`src/rtl/pointer_sequencer.sv`:
```
// pointer_sequencer: per-unit weight and bias address generator that
// walks a full multi-channel kernel with a start/busy/done handshake.
//
// Ports:
//   clk, rst        clock, async active-low reset
//   start           begin a sweep (taken in IDLE only)
//   abort           cancel a running sweep, no done pulse
//   step            advance one element (RUN only)
//   start_addr      weight base of unit 0
//   unit_stride     weight base spacing between units
//   kernel_size     elements per channel
//   n_channels      channels per kernel
//   bias_base       bias address of unit 0, channel 0
//   active_units    lane enable mask, latched at start
//   addr_out        weight address per unit
//   addr_valid      per-unit valid (RUN and lane enabled)
//   bias_addr       bias address per unit
//   ch_idx          current channel index
//   last_elem       current element closes its channel
//   busy            sweep in progress
//   done            one-cycle completion pulse
module pointer_sequencer #(
  parameter int N_UNITS = 4,
  parameter int ADDR_W  = 16,
  parameter int KS_W    = 8,
  parameter int CH_W    = 8
) (
  input  logic                           clk,
  input  logic                           rst,
  input  logic                           start,
  input  logic                           abort,
  input  logic                           step,
  input  logic [ADDR_W-1:0]              start_addr,
  input  logic [ADDR_W-1:0]              unit_stride,
  input  logic [KS_W-1:0]                kernel_size,
  input  logic [CH_W-1:0]                n_channels,
  input  logic [ADDR_W-1:0]              bias_base,
  input  logic [N_UNITS-1:0]             active_units,
  output logic [N_UNITS-1:0][ADDR_W-1:0] addr_out,
  output logic [N_UNITS-1:0]             addr_valid,
  output logic [N_UNITS-1:0][ADDR_W-1:0] bias_addr,
  output logic [CH_W-1:0]                ch_idx,
  output logic                           last_elem,
  output logic                           busy,
  output logic                           done
);

  typedef enum logic [1:0] {
    ST_IDLE = 2'd0,
    ST_RUN  = 2'd1,
    ST_DONE = 2'd2
  } state_e;

  state_e state_q, state_d;

  logic [KS_W-1:0] ks_q, ks_d;
  logic [KS_W-1:0] e_q, e_d;
  logic [CH_W-1:0] nch_q, nch_d;
  logic [CH_W-1:0] c_q, c_d;
  logic [N_UNITS-1:0] mask_q, mask_d;
  logic [N_UNITS-1:0][ADDR_W-1:0] addr_q, addr_d;
  logic [N_UNITS-1:0][ADDR_W-1:0] bias_q, bias_d;
  logic last_q, last_d;

  logic zero_cfg;
  logic take_start;
  logic adv;
  logic e_last;
  logic c_last;
  logic final_step;
  logic [ADDR_W-1:0] lane_base;
  logic [ADDR_W-1:0] lane_bias;

  assign zero_cfg = (kernel_size == '0)
                 || (n_channels == '0);
  assign take_start = (state_q == ST_IDLE)
                   && start;
  // abort outranks step while running
  assign adv = (state_q == ST_RUN)
            && step && !abort;
  assign e_last = (e_q == ks_q - KS_W'(1));
  assign c_last = (c_q == nch_q - CH_W'(1));
  assign final_step = adv && e_last && c_last;

  // state register
  always_ff @(posedge clk or negedge rst) begin
    if (!rst) begin
      state_q <= ST_IDLE;
    end else begin
      state_q <= state_d;
    end
  end

  // next-state logic
  always_comb begin
    state_d = state_q;
    unique case (state_q)
      ST_IDLE: begin
        if (start) begin
          state_d = zero_cfg ? ST_DONE : ST_RUN;
        end
      end
      ST_RUN: begin
        if (abort) begin
          state_d = ST_IDLE;
        end else if (final_step) begin
          state_d = ST_DONE;
        end
      end
      ST_DONE: state_d = ST_IDLE;
      default: state_d = ST_IDLE;
    endcase
  end

  // outputs
  always_comb begin
    busy       = (state_q == ST_RUN);
    done       = (state_q == ST_DONE);
    addr_valid = busy ? mask_q : '0;
    addr_out   = addr_q;
    bias_addr  = bias_q;
    ch_idx     = c_q;
    last_elem  = last_q;
  end

  // Datapath. Lane bases are formed once at start with a running
  // sum; after that every lane only ever increments by one, weights
  // on every step and biases on each channel rollover.
  always_comb begin
    ks_d      = ks_q;
    nch_d     = nch_q;
    mask_d    = mask_q;
    e_d       = e_q;
    c_d       = c_q;
    addr_d    = addr_q;
    bias_d    = bias_q;
    last_d    = last_q;
    lane_base = start_addr;
    lane_bias = bias_base;
    if (take_start) begin
      ks_d   = kernel_size;
      nch_d  = n_channels;
      mask_d = active_units;
      e_d    = '0;
      c_d    = '0;
      last_d = !zero_cfg
            && (kernel_size == KS_W'(1));
      for (int j = 0; j < N_UNITS; j++) begin
        addr_d[j] = active_units[j]
                  ? lane_base : '0;
        bias_d[j] = active_units[j]
                  ? lane_bias : '0;
        lane_base = lane_base + unit_stride;
        lane_bias = lane_bias
                  + ADDR_W'(n_channels);
      end
    end else if (final_step) begin
      // addresses hold their last values
      last_d = 1'b0;
    end else if (adv) begin
      for (int j = 0; j < N_UNITS; j++) begin
        if (mask_q[j]) begin
          addr_d[j] = addr_q[j] + ADDR_W'(1);
        end
      end
      if (e_last) begin
        e_d    = '0;
        c_d    = c_q + CH_W'(1);
        last_d = (ks_q == KS_W'(1));
        for (int j = 0; j < N_UNITS; j++) begin
          if (mask_q[j]) begin
            bias_d[j] = bias_q[j] + ADDR_W'(1);
          end
        end
      end else begin
        e_d    = e_q + KS_W'(1);
        last_d = ((e_q + KS_W'(1))
               == (ks_q - KS_W'(1)));
      end
    end else if ((state_q == ST_RUN) && abort) begin
      last_d = 1'b0;
    end
  end

  always_ff @(posedge clk or negedge rst) begin
    if (!rst) begin
      ks_q   <= '0;
      nch_q  <= '0;
      mask_q <= '0;
      e_q    <= '0;
      c_q    <= '0;
      addr_q <= '0;
      bias_q <= '0;
      last_q <= 1'b0;
    end else begin
      ks_q   <= ks_d;
      nch_q  <= nch_d;
      mask_q <= mask_d;
      e_q    <= e_d;
      c_q    <= c_d;
      addr_q <= addr_d;
      bias_q <= bias_d;
      last_q <= last_d;
    end
  end

endmodule

```
`config.mk`:
```
export PLATFORM = sky130hd
export DESIGN_NAME = pointer_sequencer
export DESIGN_NICKNAME = d
export VERILOG_FILES = /design/src/rtl/pointer_sequencer.sv
export SDC_FILE = /design/constraint.sdc
export NUM_CORES = 1
export LEC_CHECK = 0
export BUFFER_PORTS_ARGS = -buffer_cell sky130_fd_sc_hd__buf_2
export CAP_MARGIN = 20
export CORE_MARGIN = 2
export CORE_UTILIZATION = 55
export CTS_CLUSTER_SIZE = 40
export DETAILED_ROUTE_END_ITERATION = 8
export PLACE_DENSITY = 0.78
export SYNTH_ARGS = -nofsm -noshare
export SYNTH_HDL_FRONTEND = slang
export SYNTH_SLANG_ARGS = --single-unit
```
`constraint.sdc`:
```
create_clock -name clk -period 5.1 [get_ports clk]
set_input_delay 0 -clock clk [delete_from_list [all_inputs] [get_ports clk]]
set_output_delay 0 -clock clk [all_outputs]
set_load 0.05 [all_outputs]
```
# After elaboration in Yosys (flattened, before gate mapping)

Cells that the tools add are included.

$add $sub $neg: 18
Eq/ne operators: 10
Muxes and demuxes: 42
Reductions and logical operators: 31

Operators by type and width:

| cell                  | number |
|---|---|
| $mux 64               | 7 |
| $mux 16               | 16 |
| $add 16x1->16 const B | 8 |
| $mux 8                | 8 |
| $add 16x16->16        | 3 |
| $add 16x8->16         | 3 |
| $eq 8x8->1            | 3 |
| $add 8x1->8 const B   | 2 |
| $eq 8x1->1 const B    | 2 |
| $logic_not 8->1       | 2 |
| $reduce_and 4->1      | 4 |
| $sub 8x1->8 const B   | 2 |
| $reduce_and 3->1      | 5 |
| $reduce_bool 2->1     | 6 |
| $mux 2                | 4 |
| $logic_and 1x1->1     | 7 |
| $mux 1                | 5 |
| $mux 4                | 1 |
| $ne 2x2->1 const B    | 2 |
| $pmux 2 s2            | 1 |
| $reduce_and 2->1      | 2 |
| $reduce_bool 4->1     | 1 |
| $ne 3x2->1 const B    | 1 |
| $eq 2x1->1 const B    | 1 |
| 4 further kinds       | 5 |

Bits in registers: 167
Input bits: 73
Output and inout port bits: 143
Logic and storage cells: 116

# Longest topological paths before layout

Depth in word-level cells: 8
Gate-level depth with buffers: 25
Gate-level depth less buffers: 25

# Least setup slack after synthesis

Ideal clock, no wire load.

Path kind: input to register
Start point: in start_addr[0]
End point: reg addr_q (netlist bit addr_out[63])
Setup time: 0.138 ns
Data arrival time: 4.052 ns
Required time: 4.962 ns
Setup slack: 0.910 ns
Stages: 23
Buffers on the path: 0
Cells stage by stage: ha_1 inv_1 fa_1 nor2b_1 o21ai_0 a21oi_1 o21ai_0 a21boi_0 nor2_1 ha_1 a21boi_0 o21a_1 nor2_1 xnor2_1 ha_1 and3_1 a211oi_1 o21bai_1 a21oi_1 o21ai_0 a31oi_1 xor2_1 o22ai_1

Cells in the longest elaborated chain, start to end: 5

RTL lines:

| item                        | RTL line | source |
|---|---|---|
| start: declaration          | 33       | `input logic [ADDR_W-1:0] start_addr,` |
| $add 16x16->16 (3 in a row) | 153      | `lane_base = lane_base + unit_stride;` |
| $mux 16                     | 150      | `? lane_base : '0;` |
| $mux 64                     | 140      | `if (take_start) begin` |
| end signal: assignment      | 201      | `addr_q <= addr_d;` |
| end: declaration            | 61       | `logic [N_UNITS-1:0][ADDR_W-1:0] addr_q, addr_d;` |

No other way between the ends.
A chain may end at the register's enable or synchronous reset.

# Worst setup path after layout

Start point: in start_addr[1]
End point: reg addr_q (netlist bit addr_out[63])

Same word-level chain as after synthesis.

==> impl_metrics.env <==
export IMPL_rsz0062_at_grt="no"
export IMPL_pwr_share_clk_pct=20.7
export IMPL_numCtsBuffers=17
export IMPL_end_kind="flop"
export IMPL_p_sw_mw=3.43
export IMPL_final_cell_mix="buf_2 (214), nand2_1 (206), dfrtp_1 (167)"
export IMPL_synth_top_area_share_pct=32.7
export IMPL_synth_top_family_by_area="simple AND/OR/NAND/NOR gates"
export IMPL_yosysSeqAreaShare_pct=32.7
export IMPL_cts_path_max_buffers=2
export IMPL_r2r_worst_path_cells=10
export IMPL_synth_ff_type="dfrtp_1"
export IMPL_avgRoutedWirePerCell_um=19.1
export IMPL_p_leak_nw=6.97
export IMPL_synthCells=1564
export IMPL_synth_fp_nets=1725
export IMPL_synth_largest_area_cell="dfrtp_1"
export IMPL_grt_usage_pct=33.2
export IMPL_whs_path_depth=3
export IMPL_pwr_share_seq_pct=29.4
export IMPL_ir_drop_mv=0.259
export IMPL_grt_pass1_wl_um=64400
export IMPL_via_count=13100
export IMPL_finalSetupTns_ns=0
export IMPL_tightest_slew_ns=0.934
export IMPL_ys_warn_count=0
export IMPL_grt_ovfl_total=0
export IMPL_period_needed_ns=4.74
export IMPL_maxCapViolCount=0
export IMPL_fin_nets=1991
export IMPL_setup_viol=0
export IMPL_die_area_um2=24500
export IMPL_intPower_mw=3.68
export IMPL_syn2layout_area_growth_pct=21.1
export IMPL_ant_nets=0
export IMPL_cts_root_buf="clkbuf_16"
export IMPL_finalPower_mw=7.11
export IMPL_ys_ff_latch=167
export IMPL_cts_tree="built"
export IMPL_synth_fa_ha_area_share_pct=8.96
export IMPL_path_clk_slew_ns=0.07
export IMPL_wl_um=40700
export IMPL_slew_viol_final=0
export IMPL_fin_skew_ns=0.0112
export IMPL_fmax_ghz=0.211
export IMPL_async_reset_ff_share_pct=100
export IMPL_synth_compound_area_share_pct=20.7
export IMPL_avgSynthCellArea_um2=8.18
export IMPL_dp_hpwl_um=29500
export IMPL_synth_edf_count=0
export IMPL_syn_cell_area_um2=12800
export IMPL_synth_mux_area_share_pct=0.411
export IMPL_core_um2=22700
export IMPL_grt_max_degree=75
export IMPL_hold_class="input pin to flop"
export IMPL_cp_start_kind="input pin"
export IMPL_placement_io_buffers=215
export IMPL_crit_arrival_ns=5.01
export IMPL_outcome="finished, final reports clean"
export IMPL_worstSetupPathType="input pin to flop"
export IMPL_drive_above_1_share_pct=14.9
export IMPL_synth_cell_types=76
export IMPL_clk_latency_ns=0.44
export IMPL_synthXorXnorAreaFrac_pct=11.9
export IMPL_p_per_area_nw_per_um2=459
export IMPL_layout_commonest_cell="buf_2"
export IMPL_clock_sinks=167
export IMPL_fp_row_count=55
export IMPL_worstPathRequired_ns=5.37
export IMPL_first_pass_iters=5
export IMPL_synthSimpleGateAreaFrac_pct=22.2
export IMPL_grt_pass1_vias=12300
export IMPL_initial_core_util_pct=56.4
export IMPL_gp_congestion=0.981
export IMPL_htreeDepth=4
export IMPL_fin_crit_sh_pct=92.9
export IMPL_synthTopCellsByArea="dfrtp_1 (33%), ha_1 (8.0%), xnor2_1 (7.5%)"
export IMPL_slew_headroom_pct=37.7
export IMPL_combPwrFrac_pct=49.9
export IMPL_die_h_um=157
export IMPL_drtIter0Drc=1267
export IMPL_drc=0
export IMPL_antenna_found_initial=3
export IMPL_switching_share_pct=48.2
export IMPL_ios=216
export IMPL_post_cts_buffers=0
export IMPL_chipWidth_um=157
export IMPL_viasPerCell=6.15
export IMPL_crit_fanout=5
export IMPL_timing_final_hold_violations=0
cell usage after synthesis (8+ instances only):
master,n
a21o_1,18
a21oi_1,124
a31oi_1,18
and2_1,13
and3_1,32
clkbuf_1,42
dfrtp_1,167
ha_1,82
inv_1,60
nand2_1,206
nand2b_1,9
nand3_1,76
nand4_1,23
nor2_1,113
nor2b_1,15
nor3_1,36
nor3b_1,10
nor4_1,8
o211ai_1,10
o21a_1,14
o21ai_0,141
o22ai_1,24
or3_1,14
xnor2_1,109
xor2_1,60
cell families after synthesis:
family | count (synthesis)
XOR/XNOR | 171
flip-flops | 167
AO/OA/AOI/OAI | 436
adder cells (fa/ha/maj) | 88
buffers and inverters | 108
multiplexers | 5
AND/OR/NAND/NOR | 589
worst max-delay path: stages:
cell and delay (ns):
dlygate4sd3_1 0.52, buf_2 0.16, inv_1 0.07, fa_1 0.46
nor2b_1 0.11, o21ai_0 0.10, a21oi_1 0.21, nor2_1 0.09
ha_1 0.34, a21boi_0 0.25, o21ai_0 0.15, a21boi_1 0.27
o21a_1 0.16, nor2_1 0.05, xnor2_1 0.22, ha_1 0.34
and3_1 0.21, a211oi_2 0.29, o21bai_1 0.11, a21oi_1 0.22
o21ai_0 0.19, a31oi_1 0.23, xor2_1 0.16, o22ai_1 0.09
layer usage:
layer	GRT usage [%]	share of wire, %	up-vias
met5	0	0	-
met4	13.8	3.4	0
met3	5.51	7.9	112
met2	52.0	45	614
met1	45.7	44	6225
li1	-	-	6163
power groups by stage:
| stage | registers (mW) | clock network [mW] | logic [mW] |
|---|---|---|---|
| 2_1_floorplan | 2.95 | 0 | 1.67 |
| 3_3_place_gp | 2.08 | 0 | 3.38 |
| 3_5_place_dp | 2.08 | 0 | 3.44 |
| 4_1_cts | 2.07 | 1.47 | 3.50 |
| 5_1_grt | 2.14 | 1.53 | 3.81 |
| 6_report | 2.09 | 1.47 | 3.55 |
final timing paths:
kind | startpoint | end | slack (ns)
setup / recovery | start_addr[1] | addr_out[63] | 0.36
hold / removal | active_units[0] | bias_addr[1] | 0.07
setup reg to reg | ks_q[2] | bias_addr[63] | 1.08
hold reg to reg | nch_q[7] | nch_q[7] | 0.50
max in group asynchronous | rst | bias_addr[0] | 3.78
min in group asynchronous | rst | ch_idx[3] | 0.15
flip-flops by register name (all words and copies together) (netlist names):
register and count:
addr_out 64, bias_addr 64, ch_idx 8, e_q 8, ks_q 8, last_elem 1
mask_q 4, nch_q 8, state_q 2
through the flow:
step,utilization [%],hold slack (ns),cells,instance area (um2),setup slack [ns]
floorplan,-,-0.296,1564,12800,0.910
global placement,62.3,0.0729,2027,14100,0.360
detailed placement,62.3,0.0671,2027,14100,0.0591
CTS,68.1,0.0477,2126,15500,0.191
global route,68.2,0.0954,2129,15500,0.0135
finish,68.2,0.0671,2132,15500,0.361
area by class of cell:
type / count / area [um2]
timing repair buffer: 295 / 1850
fill: 1853 / 7210
sequential: 167 / 4180
antenna: 5 / 12.5
multi-input combinational: 1289 / 8230
inverter: 60 / 225
tap: 285 / 357
clock buffer: 21 / 450
clock inverter: 10 / 194
what timing repair did:
item,in CTS,in global routing
setup endpoints to repair,0,3
resized for setup,0,4
hold buffers,68,0
hold endpoints to repair,131,0
No activity file was read; power rests on OpenSTA's default activity.
